===== src/rtl/fpu_pkg.sv =====
// Shared FPU definitions: exponent bias, exception-flag bit positions,
// canonical quiet NaN and the operand classifier.
package fpu_pkg;

  typedef enum logic [2:0] {
    ZERO,
    SUB,
    NORM,
    INF,
    QNAN,
    SNAN
  } fp_class_e;

  // Flag vector is {invalid, overflow, underflow, inexact}
  localparam int FLG_NX = 0;
  localparam int FLG_UF = 1;
  localparam int FLG_OF = 2;
  localparam int FLG_NV = 3;

  function automatic int fp_bias(input int exp_w);
    return (1 << (exp_w - 1)) - 1;
  endfunction

  // {0, all-ones exponent, 1, zeros}, left in the low 1+exp_w+man_w bits
  function automatic logic [63:0] fp_qnan(input int exp_w, input int man_w);
    fp_qnan = '0;
    for (int i = 0; i < exp_w; i++) fp_qnan[man_w+i] = 1'b1;
    fp_qnan[man_w-1] = 1'b1;
  endfunction

  function automatic fp_class_e fp_classify(input logic exp_zero, input logic exp_ones,
                                            input logic frac_zero, input logic frac_msb);
    if (exp_zero) return frac_zero ? ZERO : SUB;
    if (exp_ones) return frac_zero ? INF : (frac_msb ? QNAN : SNAN);
    return NORM;
  endfunction

endpackage


===== src/rtl/fmul_round.sv =====
// Normalise, round-to-nearest-even and pack the raw mantissa product.
// FMUL_DENORM_EN: tiny results are denormalised before rounding; otherwise
// they are flushed to signed zero and the alignment shifter is absent.
module fmul_round
  import fpu_pkg::*;
#(
  parameter int EXP_W = 8,
  parameter int MAN_W = 23
) (
  input  logic                     sign,
  input  logic signed [EXP_W+1:0]  esum,
  input  logic [2*MAN_W+1:0]       prod,
  output logic [EXP_W+MAN_W:0]     res,
  output logic [3:0]               flags
);

  localparam int PW  = 2 * MAN_W + 2;
  localparam int LZW = $clog2(PW + 1);
  localparam int XW  = EXP_W + LZW + 3;
  localparam int XS  = MAN_W + 3;
  localparam int VW  = PW + XS;
  localparam logic signed [XW-1:0] EMAX = XW'((1 << EXP_W) - 1);
  localparam logic signed [XW-1:0] ONE  = XW'(1);

  logic [LZW-1:0]             lz;
  logic [PW-1:0]              pn;
  logic signed [XW-1:0]       exp_n;
  logic [VW-1:0]              v;
  logic                       tiny;
  logic [MAN_W-1:0]           frac;
  logic                       g, r, s, inc, inexact, ovf;
  logic [EXP_W-1:0]           exp_f;
  logic [EXP_W+MAN_W-1:0]     sum;

  // Leading-zero count: the highest set bit is written last
  always_comb begin
    lz = LZW'(PW - 1);
    for (int i = 0; i < PW; i++) if (prod[i]) lz = LZW'(PW - 1 - i);
  end

  assign pn    = prod << lz;
  // A product with its top bit set is in [2,4), hence the +1
  assign exp_n = $signed({{(XW-EXP_W-2){esum[EXP_W+1]}}, esum}) + ONE
                 - $signed({{(XW-LZW){1'b0}}, lz});
  assign tiny  = (exp_n < ONE);

`ifdef FMUL_DENORM_EN
  localparam int SHW = $clog2(XS + 1);
  localparam logic signed [XW-1:0] XS_S = XW'(XS);

  logic signed [XW-1:0] dist;
  logic [SHW-1:0]       sh;

  assign dist = ONE - exp_n;
  // A saturated shift parks the hidden bit just below R, so it all lands in sticky
  assign sh   = !tiny ? '0 : ((dist > XS_S) ? SHW'(XS) : dist[SHW-1:0]);
  assign v    = {pn, {XS{1'b0}}} >> sh;
`else
  assign v    = {pn, {XS{1'b0}}};
`endif

  assign frac    = v[VW-2 -: MAN_W];
  assign g       = v[VW-2-MAN_W];
  assign r       = v[VW-3-MAN_W];
  assign s       = |v[VW-4-MAN_W:0];
  assign inexact = g | r | s;
  assign inc     = g & (r | s | frac[0]);
  assign exp_f   = tiny ? '0 : exp_n[EXP_W-1:0];
  // Carry out of the fraction bumps the exponent, covering both mantissa
  // overflow and a subnormal rounding up to the minimum normal
  assign sum     = {exp_f, frac} + {{(EXP_W+MAN_W-1){1'b0}}, inc};
  assign ovf     = (exp_n >= EMAX) || (&sum[EXP_W+MAN_W-1:MAN_W]);

  // Final result selection and exception flags
  always_comb begin
    res   = {sign, sum};
    flags = '0;
    if (ovf) begin
      res           = {sign, {EXP_W{1'b1}}, {MAN_W{1'b0}}};
      flags[FLG_OF] = 1'b1;
      flags[FLG_NX] = 1'b1;
    end else if (tiny) begin
`ifdef FMUL_DENORM_EN
      flags[FLG_UF] = inexact;
      flags[FLG_NX] = inexact;
`else
      res           = {sign, {(EXP_W+MAN_W){1'b0}}};
      flags[FLG_UF] = 1'b1;
      flags[FLG_NX] = 1'b1;
`endif
    end else begin
      flags[FLG_NX] = inexact;
    end
  end

endmodule


===== src/rtl/fmul_pipe.sv =====
// Three-stage pipelined IEEE-754 multiplier with valid/ready handshake.
// S1 classifies and sums exponents, S2 multiplies mantissas, S3 rounds.
// FMUL_DENORM_EN enables subnormal inputs/outputs; default is flush-to-zero.
module fmul_pipe
  import fpu_pkg::*;
#(
  parameter int EXP_W = 8,
  parameter int MAN_W = 23,
  parameter int TAG_W = 5
) (
  input  logic                     clk,
  input  logic                     rst,
  input  logic                     in_valid,
  output logic                     in_ready,
  input  logic [EXP_W+MAN_W:0]     in_a,
  input  logic [EXP_W+MAN_W:0]     in_b,
  input  logic [TAG_W-1:0]         in_tag,
  output logic                     out_valid,
  input  logic                     out_ready,
  output logic [EXP_W+MAN_W:0]     out_res,
  output logic [TAG_W-1:0]         out_tag,
  output logic [3:0]               out_flags
);

  localparam int W    = 1 + EXP_W + MAN_W;
  localparam int MW   = MAN_W + 1;
  localparam int PW   = 2 * MAN_W + 2;
  localparam int EW   = EXP_W + 2;
  localparam int BIAS = fp_bias(EXP_W);
  localparam logic [63:0]  QNAN_ALL  = fp_qnan(EXP_W, MAN_W);
  localparam logic [W-1:0] CANON_NAN = QNAN_ALL[W-1:0];

  logic                  stall;
  logic [EXP_W-1:0]      a_exp, b_exp, ea_eff, eb_eff;
  logic [MAN_W-1:0]      a_frac, b_frac;
  fp_class_e             cls_a, cls_b;
  logic                  zero_a, zero_b, inf_a, inf_b, nan_a, nan_b, snan_any, sign_p;
  logic [MW-1:0]         ma, mb;
  logic signed [EW-1:0]  esum;
  logic                  spec;
  logic [W-1:0]          spec_res;
  logic [3:0]            spec_flg;

  logic                  s1_valid, s1_sign, s1_spec;
  logic [MW-1:0]         s1_ma, s1_mb;
  logic signed [EW-1:0]  s1_esum;
  logic [W-1:0]          s1_spec_res;
  logic [3:0]            s1_spec_flg;
  logic [TAG_W-1:0]      s1_tag;

  logic                  s2_valid, s2_sign, s2_spec;
  logic [PW-1:0]         s2_prod;
  logic signed [EW-1:0]  s2_esum;
  logic [W-1:0]          s2_spec_res;
  logic [3:0]            s2_spec_flg;
  logic [TAG_W-1:0]      s2_tag;

  logic [W-1:0]          rnd_res;
  logic [3:0]            rnd_flg;

  assign stall    = out_valid && !out_ready;
  assign in_ready = !stall;

  assign a_exp  = in_a[W-2:MAN_W];
  assign b_exp  = in_b[W-2:MAN_W];
  assign a_frac = in_a[MAN_W-1:0];
  assign b_frac = in_b[MAN_W-1:0];
  assign sign_p = in_a[W-1] ^ in_b[W-1];

  assign cls_a = fp_classify(a_exp == '0, &a_exp, a_frac == '0, a_frac[MAN_W-1]);
  assign cls_b = fp_classify(b_exp == '0, &b_exp, b_frac == '0, b_frac[MAN_W-1]);

`ifdef FMUL_DENORM_EN
  assign zero_a = (cls_a == ZERO);
  assign zero_b = (cls_b == ZERO);
`else
  assign zero_a = (cls_a == ZERO) || (cls_a == SUB);
  assign zero_b = (cls_b == ZERO) || (cls_b == SUB);
`endif

  assign inf_a    = (cls_a == INF);
  assign inf_b    = (cls_b == INF);
  assign nan_a    = (cls_a == QNAN) || (cls_a == SNAN);
  assign nan_b    = (cls_b == QNAN) || (cls_b == SNAN);
  assign snan_any = (cls_a == SNAN) || (cls_b == SNAN);

  // Subnormals carry exponent 1 with no hidden bit; S3 renormalises them
  assign ea_eff = (a_exp == '0) ? EXP_W'(1) : a_exp;
  assign eb_eff = (b_exp == '0) ? EXP_W'(1) : b_exp;
  assign ma     = {cls_a == NORM, a_frac};
  assign mb     = {cls_b == NORM, b_frac};
  assign esum   = $signed({2'b00, ea_eff}) + $signed({2'b00, eb_eff}) - $signed(EW'(BIAS));

  // Special-operand result, decided up front and carried alongside the datapath
  always_comb begin
    spec     = 1'b0;
    spec_res = '0;
    spec_flg = '0;
    if (nan_a || nan_b || (inf_a && zero_b) || (zero_a && inf_b)) begin
      spec             = 1'b1;
      spec_res         = CANON_NAN;
      spec_flg[FLG_NV] = snan_any || (inf_a && zero_b) || (zero_a && inf_b);
    end else if (inf_a || inf_b) begin
      spec     = 1'b1;
      spec_res = {sign_p, {EXP_W{1'b1}}, {MAN_W{1'b0}}};
    end else if (zero_a || zero_b) begin
      spec     = 1'b1;
      spec_res = {sign_p, {(EXP_W+MAN_W){1'b0}}};
    end
  end

  fmul_round #(
    .EXP_W(EXP_W),
    .MAN_W(MAN_W)
  ) u_round (
    .sign  (s2_sign),
    .esum  (s2_esum),
    .prod  (s2_prod),
    .res   (rnd_res),
    .flags (rnd_flg)
  );

  // All stages advance together; a blocked output freezes the whole pipe
  always_ff @(posedge clk) begin
    if (rst) begin
      s1_valid    <= 1'b0;
      s1_sign     <= 1'b0;
      s1_spec     <= 1'b0;
      s1_ma       <= '0;
      s1_mb       <= '0;
      s1_esum     <= '0;
      s1_spec_res <= '0;
      s1_spec_flg <= '0;
      s1_tag      <= '0;
      s2_valid    <= 1'b0;
      s2_sign     <= 1'b0;
      s2_spec     <= 1'b0;
      s2_prod     <= '0;
      s2_esum     <= '0;
      s2_spec_res <= '0;
      s2_spec_flg <= '0;
      s2_tag      <= '0;
      out_valid   <= 1'b0;
      out_res     <= '0;
      out_tag     <= '0;
      out_flags   <= '0;
    end else if (!stall) begin
      s1_valid    <= in_valid && in_ready;
      s1_sign     <= sign_p;
      s1_spec     <= spec;
      s1_ma       <= ma;
      s1_mb       <= mb;
      s1_esum     <= esum;
      s1_spec_res <= spec_res;
      s1_spec_flg <= spec_flg;
      s1_tag      <= in_tag;

      s2_valid    <= s1_valid;
      s2_sign     <= s1_sign;
      s2_spec     <= s1_spec;
      s2_prod     <= PW'(s1_ma) * PW'(s1_mb);
      s2_esum     <= s1_esum;
      s2_spec_res <= s1_spec_res;
      s2_spec_flg <= s1_spec_flg;
      s2_tag      <= s1_tag;

      out_valid   <= s2_valid;
      out_res     <= s2_spec ? s2_spec_res : rnd_res;
      out_flags   <= s2_spec ? s2_spec_flg : rnd_flg;
      out_tag     <= s2_tag;
    end
  end

endmodule


===== config.mk =====
export PLATFORM = sky130hd
export DESIGN_NAME = fmul_pipe
export DESIGN_NICKNAME = d
export VERILOG_FILES = /design/src/rtl/fpu_pkg.sv /design/src/rtl/fmul_round.sv /design/src/rtl/fmul_pipe.sv
export SDC_FILE = /design/constraint.sdc
export NUM_CORES = 2
export LEC_CHECK = 0
export ABC_AREA = 0
export CORE_UTILIZATION = 44
export CTS_CLUSTER_SIZE = 25
export DETAILED_ROUTE_END_ITERATION = 16
export HOLD_SLACK_MARGIN = 0.06
export PLACE_DENSITY = 0.69
export SKIP_CTS_REPAIR_TIMING = 1
export SYNTH_ARGS = -nofsm -noshare
export SYNTH_HDL_FRONTEND = slang
export SYNTH_SLANG_ARGS = --single-unit

===== constraint.sdc =====
create_clock -name clk -period 9.4 [get_ports clk]
set_input_delay 1.41 -clock clk [delete_from_list [all_inputs] [get_ports clk]]
set_output_delay 1.41 -clock clk [all_outputs]
set_load 0.02 [all_outputs]

==> impl_metrics.tcl <==
set metrics [dict create \
    setup_tns_ns 0 \
    cts_buffers 17 \
    syn_area_per_cell_um2 8.21 \
    final-instance-count-excl-fill 4708 \
    irDropWorstVdd_v 0.000228 \
    htreeDepth 4 \
    finalHoldViolCount 0 \
    period_needed_ns 8.79 \
    finalCritPeriodShare 0.935 \
    area_growth_pct 7.28 \
    dp_cells 4675 \
    root_buffer "clkbuf_16" \
    power.leakage_nw 14.8 \
    drive_above_1_share 0.0454 \
    yosysWarningCount 0 \
    synth_edf_count 0 \
    layout.cells.most_common_list "715 x nand2_1, 530 x inv_1, 484 x fa_1" \
    drt_iter0_drc 2853 \
    setup_viol 0 \
    coreArea_mm2 0.0704 \
    grt_util_all_layers 0.260 \
    slew_violations 0 \
    path_clk_slew_ns 0.10 \
    synthFlopType "dfxtp_1" \
    max_freq_mhz 114 \
    initial_utilization 0.447 \
    antenna_left 0 \
    layout_commonest_cell "nand2_1" \
    synth_nets 4584 \
    ys_types 100 \
    worst_pin_slew_ns 1.18 \
    hp-class "reg -> reg" \
    critPathLaunchType "register" \
    die_h_um 269 \
    status "complete, no violations" \
    nets 4509 \
    io_buffers 115 \
    crit_path_max_fanout 25 \
    dp_hpwl_mm 74.3 \
    endpoint_kind "register" \
    cts_buffer_depth 2 \
    maxCapViolCount 0 \
    power_density_mw_per_mm2 255 \
    cp.required_ns 9.80 \
    wirelength_mm 94.6 \
    yosysSeqAreaShare 0.116 \
    fillerInstances 6874 \
    die_area_mm2 0.0726 \
    drtPass1Iterations 6 \
    tritoncts "done" \
    netlist_instances 3829 \
    insertion_delay_ns 0.51 \
    rsz0062_at_grt "false" \
    overflow 0 \
    grt_start_max_net_pins 81 \
    num_vias 27200 \
    skew_ns 0.0199 \
    drc 0 \
    dieWidth_um 269 \
    async_flop_share 0 \
    gp_congestion 0.979 \
    maxSlewHeadroom 0.212 \
    synth_area_mm2 0.0315 \
    criticalPathCategory "reg -> reg" \
    num_rows 97 \
    antenna_found_initial 1 \
    via_per_inst 5.78 \
    routedWlPerCell_um 20.1 \
    grt_pass1_wl_mm 150 \
    io_pins 116 \
    grt_pass1_vias 26800 \
    synth-seq-cells 182 \
    critical_path_arrival_ns 9.19 \
    clock_sinks 182 \
]
registers in the layout, summed over array words and instances (netlist names), 3 cells and up:
| signal | cells |
|---|---|
| s1_ma | 24 |
| s2_prod | 48 |
| s1_mb | 24 |
| out_flags | 4 |
| s1_spec_res | 3 |
| s2_esum | 10 |
| s2_tag | 5 |
| s1_esum | 10 |
| s1_tag | 5 |
| out_res | 32 |
| out_tag | 5 |
| s2_spec_res | 3 |
where the power goes:
part           total [mW]  switching (mW)  leakage (nW)  internal [mW]
Combinational        6.55            4.03          13.0           2.51
Sequential           1.22           0.293          1.50          0.930
Clock               0.832           0.433         0.321          0.399
metal layers:
| layer | vias to the layer above | global-route usage | share of wire |
|---|---|---|---|
| met5 | - | 0 | 0 |
| met2 | 1220 | 0.407 | 0.45 |
| met3 | 220 | 0.0419 | 0.082 |
| met1 | 13400 | 0.356 | 0.43 |
| li1 | 12300 | - | - |
| met4 | 0 | 0.111 | 0.041 |
synth_stat cells, types with 38 or more instances:
| cell type | number | area share |
|---|---|---|
| a211oi_1 | 46 | 0.011 |
| a21oi_1 | 217 | 0.035 |
| and2_1 | 208 | 0.041 |
| buf_2 | 45 | 0.0072 |
| clkbuf_1 | 196 | 0.023 |
| dfxtp_1 | 182 | 0.12 |
| fa_1 | 484 | 0.31 |
| ha_1 | 198 | 0.079 |
| inv_1 | 531 | 0.063 |
| mux2i_1 | 69 | 0.022 |
| nand2_1 | 715 | 0.085 |
| nand3_1 | 45 | 0.0072 |
| nor2_1 | 146 | 0.017 |
| nor3_1 | 40 | 0.0064 |
| nor4_1 | 38 | 0.0076 |
| o21ai_0 | 60 | 0.0095 |
| xnor2_1 | 56 | 0.016 |
cell type report:
class	instances	area (um2)	share of cell area
multi-input cells	2838	24600	0.729
flip-flops and latches	182	3640	0.108
inverters	536	2030	0.0601
repair buffers	179	1630	0.0483
well taps	940	1180	0.0349
clock buffers	17	425	0.0126
clock inverters	15	246	0.00730
diodes	1	2.50	0.0000742
worst max-delay path, cell delays in order (launching register included):
cell      delay, ns
dfxtp_1        1.00
nand2_1        0.17
fa_1           0.54
inv_1          0.05
fa_1           0.46
fa_1           0.54
inv_1          0.05
fa_1           0.50
fa_1           0.55
inv_1          0.05
fa_1           0.51
fa_1           0.43
ha_1           0.37
a21o_1         0.20
a21oi_1        0.18
nor3b_1        0.37
nor4bb_1       0.25
o311ai_0       0.21
nand2_1        0.17
a31o_2         0.18
o211ai_1       0.19
o211ai_1       0.30
a31oi_1        0.19
a221oi_1       0.50
nor2b_1        0.25
o21ai_0        0.13
xnor2_1        0.15
a22o_1         0.17
final timing paths:
kind                   from     endpoint  slack (ns)  cells past startpoint
setup / recovery   s1_mb[4]  s2_prod[41]        0.61                     27
hold / removal    s2_tag[4]    s2_tag[4]        0.45                      2
hold reg to reg   s2_tag[4]    s2_tag[4]        0.45                      2
setup reg to reg   s1_mb[4]  s2_prod[41]        0.61                     27
per-stage QoR:
stage	setup WS (ns)	power (mW)	cell area (um2)	hold slack, ns	util
after floorplan	1.77	5.91	31500	0.428	-
after global placement	1.04	7.58	33100	0.439	0.470
after detailed placement	0.790	7.60	33100	0.446	0.470
after CTS	0.688	8.49	33700	0.456	0.479
after global routing	0.0884	9.21	33700	0.475	0.479
final	0.612	8.60	33700	0.453	0.479
cell families after synthesis:
kind of cell | synth area share
flip-flops | 0.116
AND/OR/NAND/NOR | 0.198
multiplexers | 0.0295
XOR/XNOR | 0.0220
adder cells (fa/ha/maj) | 0.387
AO/OA/AOI/OAI | 0.145
buffers and inverters | 0.103
Note: power is estimated with default switching activity, not from simulation.
